==> src/rtl/ahb_gpio_pkg.sv <==
// Shared register map, interrupt type/polarity encodings and the per-pin
// interrupt event rule for the AHB-Lite GPIO block.
package ahb_gpio_pkg;

    localparam logic [7:0] OFF_DATA_OUT   = 8'h00;
    localparam logic [7:0] OFF_DIR        = 8'h04;
    localparam logic [7:0] OFF_DATA_IN    = 8'h08;
    localparam logic [7:0] OFF_INT_EN     = 8'h0C;
    localparam logic [7:0] OFF_INT_TYPE   = 8'h10;
    localparam logic [7:0] OFF_INT_POL    = 8'h14;
    localparam logic [7:0] OFF_INT_STATUS = 8'h18;
    localparam logic [7:0] OFF_OUT_SET    = 8'h1C;
    localparam logic [7:0] OFF_OUT_CLR    = 8'h20;

    typedef enum logic {INT_LEVEL = 1'b0, INT_EDGE = 1'b1} int_type_e;
    typedef enum logic {POL_LOW = 1'b0, POL_HIGH = 1'b1} int_pol_e;

    typedef struct packed {
        logic       valid;
        logic       write;
        logic [5:0] addr;
    } addr_phase_t;

    // Edge mode looks at the synchronized value against its one-cycle-old copy;
    // level mode looks only at the synchronized value.
    function automatic logic pin_event(input logic itype, input logic pol,
                                       input logic cur, input logic prev);
        if (itype == INT_EDGE)
            return (pol == POL_HIGH) ? (cur & ~prev) : (~cur & prev);
        else
            return (pol == POL_HIGH) ? cur : ~cur;
    endfunction

endpackage

==> src/rtl/gpio_sync.sv <==
// Multi-flop synchronizer chain for asynchronous pad inputs.
module gpio_sync #(
    parameter int WIDTH  = 16,
    parameter int STAGES = 2
) (
    input  logic             clk,
    input  logic             rst,
    input  logic [WIDTH-1:0] d,
    output logic [WIDTH-1:0] q
);

    logic [STAGES-1:0][WIDTH-1:0] chain;

    // NOTE: clocked state is written with <= so every stage samples the value
    // its neighbour held before this edge; blocking '=' would collapse the chain.
    always_ff @(posedge clk) begin
        if (rst)
            chain <= '0;
        else
            chain <= {chain[STAGES-2:0], d};
    end

    assign q = chain[STAGES-1];

endmodule

==> src/rtl/ahb_gpio_n.sv <==
// AHB-Lite GPIO slave: zero-wait register file, per-pin direction, and
// edge/level interrupts on synchronized pad inputs.
module ahb_gpio_n
    import ahb_gpio_pkg::*;
#(
    parameter int WIDTH       = 16,
    parameter int SYNC_STAGES = 2
) (
    input  logic             CLK,
    input  logic             RESET,
    input  logic             HSEL,
    input  logic [31:0]      HADDR,
    input  logic [1:0]       HTRANS,
    input  logic             HWRITE,
    input  logic [2:0]       HSIZE,
    input  logic [31:0]      HWDATA,
    input  logic             HREADY,
    output logic             HREADYOUT,
    output logic [31:0]      HRDATA,
    input  logic [WIDTH-1:0] IO_IN,
    output logic [WIDTH-1:0] IO_OUT,
    output logic [WIDTH-1:0] IO_OP_EN,
    output logic             IRQ
);

    addr_phase_t      ap;
    logic [7:0]       off;
    logic             wr;
    logic [WIDTH-1:0] wdata, w1c, rdata, evt;
    logic [WIDTH-1:0] data_out, dir, int_en, int_type, int_pol, int_status;
    logic [WIDTH-1:0] sync_q, prev_q;
    logic             unused_ok;

    // Only full-word accesses to byte offsets 0x00..0xFC are meaningful.
    assign unused_ok = ^{HSIZE, HADDR, HWDATA};

    assign off   = {ap.addr, 2'b00};
    assign wr    = ap.valid & ap.write;
    assign wdata = HWDATA[WIDTH-1:0];
    assign w1c   = (wr && off == OFF_INT_STATUS) ? wdata : '0;

    gpio_sync #(.WIDTH(WIDTH), .STAGES(SYNC_STAGES)) u_sync (
        .clk (CLK),
        .rst (RESET),
        .d   (IO_IN),
        .q   (sync_q)
    );

    // NOTE: every variable assigned in always_comb gets a default first, so no
    // path leaves it unassigned and no latch is inferred.
    always_comb begin
        evt = '0;
        for (int i = 0; i < WIDTH; i++)
            evt[i] = pin_event(int_type[i], int_pol[i], sync_q[i], prev_q[i]);
    end

    always_ff @(posedge CLK) begin
        if (RESET) begin
            ap         <= '0;
            prev_q     <= '0;
            data_out   <= '0;
            dir        <= '0;
            int_en     <= '0;
            int_type   <= '0;
            int_pol    <= '0;
            int_status <= '0;
        end else begin
            if (HREADY) begin
                ap.valid <= HSEL & HTRANS[1];
                ap.write <= HWRITE;
                ap.addr  <= HADDR[7:2];
            end
            prev_q <= sync_q;
            // A new event overrides a simultaneous W1C, so a held level re-asserts.
            int_status <= (int_status & ~w1c) | evt;
            if (wr) begin
                case (off)
                    OFF_DATA_OUT: data_out <= wdata;
                    OFF_DIR:      dir      <= wdata;
                    OFF_INT_EN:   int_en   <= wdata;
                    OFF_INT_TYPE: int_type <= wdata;
                    OFF_INT_POL:  int_pol  <= wdata;
                    OFF_OUT_SET:  data_out <= data_out | wdata;
                    OFF_OUT_CLR:  data_out <= data_out & ~wdata;
                    default:      ;
                endcase
            end
        end
    end

    always_comb begin
        rdata = '0;
        if (ap.valid && !ap.write) begin
            case (off)
                OFF_DATA_OUT:   rdata = data_out;
                OFF_DIR:        rdata = dir;
                OFF_DATA_IN:    rdata = sync_q;
                OFF_INT_EN:     rdata = int_en;
                OFF_INT_TYPE:   rdata = int_type;
                OFF_INT_POL:    rdata = int_pol;
                OFF_INT_STATUS: rdata = int_status;
                default:        rdata = '0;
            endcase
        end
    end

    assign HRDATA    = 32'(rdata);
    assign HREADYOUT = 1'b1;
    assign IO_OUT    = data_out;
    assign IO_OP_EN  = dir;
    assign IRQ       = |(int_status & int_en);

endmodule

==> config.mk <==
export PLATFORM = sky130hd
export DESIGN_NAME = ahb_gpio_n
export DESIGN_NICKNAME = d
export VERILOG_FILES = /design/src/rtl/ahb_gpio_pkg.sv /design/src/rtl/gpio_sync.sv /design/src/rtl/ahb_gpio_n.sv
export SDC_FILE = /design/constraint.sdc
export NUM_CORES = 1
export LEC_CHECK = 0
export BUFFER_PORTS_ARGS = -buffer_cell sky130_fd_sc_hd__buf_2
export CORE_MARGIN = 8
export CORE_UTILIZATION = 48
export CTS_BUF_LIST = sky130_fd_sc_hd__clkbuf_16
export CTS_CLUSTER_DIAMETER = 40
export DETAILED_ROUTE_END_ITERATION = 8
export GPL_TIMING_DRIVEN = 0
export PLACE_DENSITY = 0.76
export RECOVER_POWER = 50
export SYNTH_ARGS = -nofsm -noshare
export SYNTH_HDL_FRONTEND = slang
export SYNTH_SLANG_ARGS = --single-unit
==> constraint.sdc <==
create_clock -name CLK -period 2.02 [get_ports CLK]
set_input_delay 0.202 -clock CLK [delete_from_list [all_inputs] [get_ports CLK]]
set_output_delay 0.202 -clock CLK [all_outputs]
set_load 0.05 [all_outputs]
---- Word level (Yosys, flattened, before mapping) ----
Cells that the tools add are included.
operators by class
  equal/unequal tests ..................... 8
  multiplexer cells ....................... 52
  bitwise gates (word level) .............. 73
  reductions and logical operators ........ 11
operator list
  cell                                                              count
  16-bit case mux with 7 select lines                               1
  16-bit bitwise AND                                                3
  1-bit 2-to-1 mux                                                  48
  16-bit case mux with 3 select lines                               1
  1-bit bitwise AND                                                 34
  16-bit 2-to-1 mux                                                 2
  1-bit NOT                                                         32
  16-bit NOT                                                        2
  16-bit OR                                                         2
  6-bit by 3-bit == test with 1-bit output (second input constant)  4
  16-bit OR reduction                                               1
  6-bit by 2-bit == test with 1-bit output (second input constant)  2
  2-bit AND reduction                                               5
  8-bit logical NOT                                                 1
  6-bit by 1-bit == test with 1-bit output (second input constant)  1
  6-bit by 4-bit == test with 1-bit output (second input constant)  1
  3-bit nonzero test                                                1
  1-bit logical AND                                                 2
  1-bit logical NOT                                                 1
storage, ports and cells
  flip-flop bits (word level) ............. 152
  input port bits ......................... 90
  output and inout port bits .............. 66

---- Logic depth before layout (Yosys ltp) ----
  depth after elaboration ................. 6
  mapped depth ............................ 8
  gate-level depth less buffers ........... 4

---- By module ----
Synthesis repeated with hierarchy kept, for this count alone.
unflattened totals
  cell total of the unflattened synthesis .. 727
  area total of the unflattened synthesis .. 6608.8 um2
modules (own cells, without submodules)
  module      times used  cells an instance  area an instance (um2)
  ahb_gpio_n  1           644                5625.4
  gpio_sync   1           83                 983.4

---- Worst setup path before layout ----
No wires, ideal clock.
  kind .................................... register to output
  start ................................... register ap[2] in the netlist's numbering
  end ..................................... output HRDATA[10]
  data arrival time ....................... 2.687 ns
  path slack .............................. -0.869 ns
  cell stages (with the launch flop) ...... 7
  path through ............................ dfxtp_1 -> buf_2 -> or4b_2 -> nor3_2 -> buf_2 -> a22oi_1 -> a31oi_1
between the ends
  word-level cells in the longest chain between the ends .. 3
  elaborated cells between the ends (all ways) .. 9
  those cells by class .................... eq/ne (6); mux (2); reduce/logical (1)
RTL lines
  item                                                              RTL line          RTL
  from (decl)                                                       ahb_gpio_n.sv:26  addr_phase_t ap;
  6-bit by 3-bit == test with 1-bit output (tied with other cells)  ahb_gpio_n.sv:94  case (off)
  16-bit case mux with 7 select lines (*)                           ahb_gpio_n.sv:94
  16-bit 2-to-1 mux (*)                                             ahb_gpio_n.sv:93  if (ap.valid && !ap.write) begin
  to (decl)                                                         ahb_gpio_n.sv:19  output logic [31:0] HRDATA,
Mark *: on every way between the ends. The rest lies on a longest branch, timed or not.

---- Final worst setup path ----
  start ................................... register ap[3] in the netlist's numbering
  end ..................................... output HRDATA[2]
The elaborated chain is that of the path after synthesis.

==> Implementation_results.wiki <==
{| class="wikitable"
! Metric !! Value
|-
| Status || complete, but fails checks
|-
| Violations in the final reports || setup timing
|-
| Max-capacitance violation count || 0
|-
| Clock skew || 18.9 ps
|-
| Top-area cell type share of the netlist area || 46.4%
|-
| Count of final max-slew check failures || 0
|-
| Number of sinks handled by clock tree synthesis || 152
|-
| Netlist area before placement || 6560 um2
|-
| Pleak || 0.00375 uW
|-
| Number of vias in the routed layout || 6733
|-
| Number of setup violations in the final report || 63
|-
| Worst endpoint required time || 1820 ps
|-
| Global-route wire length before repair || 34800 um
|-
| Number of core rows || 42
|-
| Half-perimeter wire length after placement || 15200 um
|-
| Type of origin of the critical path || flip-flop
|-
| Cell taking the most area after synthesis || sky130_fd_sc_hd__dfxtp_1
|-
| Cell at the root of the clock tree || sky130_fd_sc_hd__clkbuf_16
|-
| Number of synthesized flops with an enable pin || 0
|-
| Die H || 133 um
|-
| Largest net degree at the start of global routing || 17
|-
| Net count, final || 1011
|-
| Endpoint of the most critical register-to-register path || int_type[13]
|-
| Max VDD drop || 641 uV
|-
| Remaining design rule violation count || 0
|-
| Final critical-path share of the clock period || 133%
|-
| Count of non-filler cells in the finished layout || 1107
|-
| Number of top-level design ports || 156
|-
| Dpl cell area || 7600 um2
|-
| Routability cong. || 0.932
|-
| Critical-path maximum fanout || 5
|-
| Worst-case reg-to-reg path depth || 8
|-
| Total power of the final layout || 7000 uW
|-
| Register area share after synthesis || 46.4%
|-
| Min Clock Period, post-route || 2680 ps
|-
| Area of the die || 17700 um2
|-
| Number of buffers created by CTS || 17
|-
| Mean number of vias per cell || 6.08
|-
| Register bit count reported by yosys || 152
|-
| Synth-to-Final Area Change || 41.3%
|-
| Number of global-route vias before repair || 6090
|-
| Total Routing Usage GR || 25.6%
|-
| Placed insts || 1023
|-
| Worst slew slack as a fraction of its limit || 43.4%
|-
| Number of hold violations in the final report || 0
|-
| Top area cells in the synthesized netlist || sky130_fd_sc_hd__dfxtp_1 (46%), sky130_fd_sc_hd__nor2b_1 (6.2%), sky130_fd_sc_hd__mux2i_1 (5.9%)
|-
| I/O Buffers || 91
|-
| Filler Cells Inserted || 964
|-
| Antenna violations before repair || 0
|-
| Remaining number of nets flagged by the antenna check after routing || 0
|-
| Hold Path End || ap[6]
|-
| Async set-reset flop share out of synthesis || 0%
|-
| Worst min-delay path startpoint || HWRITE
|-
| 1st-pass router iterations || 6
|-
| Highest achievable clock rate || 374 MHz
|-
| Worst hold slack || 7.25 ps
|-
| Sequential cell area in the final layout || 3050 um2
|-
| Core area || 13300 um2
|-
| Data arrival, critical path || 2480 ps
|-
| Number of instances on the worst hold path || 3
|-
| Synth warn || 0
|-
| CTS H-tree depth || 4
|-
| Source of the worst register-to-register timing path || ap[3]
|-
| Commonest cells after routing, fill and taps aside || sky130_fd_sc_hd__dfxtp_1 (146), sky130_fd_sc_hd__nand2_1 (81), sky130_fd_sc_hd__nor2b_1 (64)
|-
| Class of the tightest hold or removal check || primary input to flip-flop
|-
| Post-Layout Inst Area || 9270 um2
|-
| Crit Path Category || flip-flop to output port
|-
| Library cells used by synthesis || 38
|-
| Final setup margin || -657 ps
|-
| Total global routing overflow || 0
|-
| Register clock-pin slew on the reported worst setup and hold paths || 60 ps
|-
| Main flop type after synthesis || sky130_fd_sc_hd__dfxtp_1
|-
| Multi-input gate area in the final layout || 3730 um2
|-
| Violation count after the first detailed-route iteration || 818
|-
| Average wire per standard cell || 22.4 um
|-
| WL final || 24800 um
|-
| Mean post-synth cell area || 8.85 um2
|-
| CP endpoint kind || output port
|-
| Cell count after synthesis || 741
|-
| Most common cell after layout, fill and taps aside || sky130_fd_sc_hd__dfxtp_1
|-
| Max clock buf depth || 2
|-
| Flop2flop setup slack || -360 ps
|-
| Clk Latency, worst-skew pair || 440 ps
|-
| Total power density per cell area || 755 nW/um2
|-
| Setup repair after global routing missed its margin || true
|-
| Fraction of layout cells with a size suffix above 1 || 29.0%
|-
| Slew at the pin with the worst max-slew slack || 850 ps
|-
| Starting density of the core || 49.4%
|-
| Antenna diode count || 0
|-
| Horizontal extent of the die || 133 um
|-
| Clock tree from TritonCTS || built
|}
sequential cells by signal (all words and copies together), names as in the netlist:
register      cells
IO_OP_EN         16
IO_OUT           16
int_en           16
int_pol          16
int_status       16
int_type         16
prev_q           16
u_sync.chain     16
u_sync.q         16
ap                8
area by class of cell:
cell class                      instances  share of cell area [%]
Multi-Input combinational cell        522                    40.3
Sequential cell                       152                    32.9
Timing Repair Buffer                  150                    12.2
Buffer                                 62                    5.46
Clock buffer                           17                    4.59
Tap cell                              176                    2.37
Clock inverter                         12                    1.50
Inverter                               16                   0.648
synthesized netlist by cell type (20+ instances only):
cell type / count
sky130_fd_sc_hd__dfxtp_1: 152
sky130_fd_sc_hd__clkbuf_1: 36
sky130_fd_sc_hd__a21oi_1: 59
sky130_fd_sc_hd__a22oi_1: 20
sky130_fd_sc_hd__a221oi_1: 21
sky130_fd_sc_hd__nand2_1: 93
sky130_fd_sc_hd__mux2i_1: 39
sky130_fd_sc_hd__a31oi_1: 32
sky130_fd_sc_hd__nor2_1: 46
sky130_fd_sc_hd__nor2b_1: 65
sky130_fd_sc_hd__nor3_1: 20
layer usage:
metal  global-route usage (%)  part of all wire, %  vias up
li1                         -                    -     2984
met1                     30.7                   37     3092
met2                     39.5                   45      522
met3                     7.57                   12      135
met4                     15.8                  6.6        0
met5                        0                    0        -
power by group:
part / switching (uW) / leakage [uW] / internal [uW] / total [uW]
sequential: 71.1 / 0.00124 / 3070 / 3140
combinational: 448 / 0.00223 / 275 / 722
clock: 1240 / 0.000284 / 1900 / 3140
worst max-delay path, cell delays in order (launching register included):
cell and delay (ps):
sky130_fd_sc_hd__dfxtp_4 340, sky130_fd_sc_hd__buf_6 120, sky130_fd_sc_hd__or4b_4 550, sky130_fd_sc_hd__nor3_4 330
sky130_fd_sc_hd__buf_6 220, sky130_fd_sc_hd__a22oi_1 140, sky130_fd_sc_hd__a31oi_4 170, sky130_fd_sc_hd__buf_6 180
metrics by stage:
stage	utilization (%)	worst slack [ps]	TNS, ps
floorplan	-	-113	-2280
global placement	57.2	-918	-36170
detailed placement	57.2	-942	-37810
CTS	66.4	-572	-14320
global route	69.8	-697	-20180
finish	69.8	-657	-16520
cell families (layout without fill, tap and decap cells):
logic type,Yosys count,after routing,share of synthesized area [%]
multiplexers,39,39,5.95
AO/OA/AOI/OAI,172,172,17.2
other,2,17,0.114
flip-flops,152,152,46.4
buffers and inverters,82,257,6.24
AND/OR/NAND/NOR,294,294,24.1
what timing repair did:
action / 4_1_cts / 5_1_grt
endpoints found under the hold margin: 16 / 0
setup buffers: 19 / 20
resized for setup: 101 / 72
setup endpoints to repair: 93 / 60
hold buffers: 16 / 0
cloned: 0 / 4
pin swaps: 21 / 17
how the worst max path moves through the flow:
stage / cells past startpoint / endpoint / start / slack, ps
final: 7 / HRDATA[2] / ap[3] / -660
after global routing: 7 / HRDATA[2] / ap[3] / -700
after CTS: 7 / HRDATA[13] / ap[5] / -570
after detailed placement: 8 / HRDATA[6] / ap[0] / -940
after global placement: 8 / HRDATA[6] / ap[0] / -920
after floorplan: 6 / HRDATA[11] / ap[3] / -110
(Power assumes the default switching activity.)
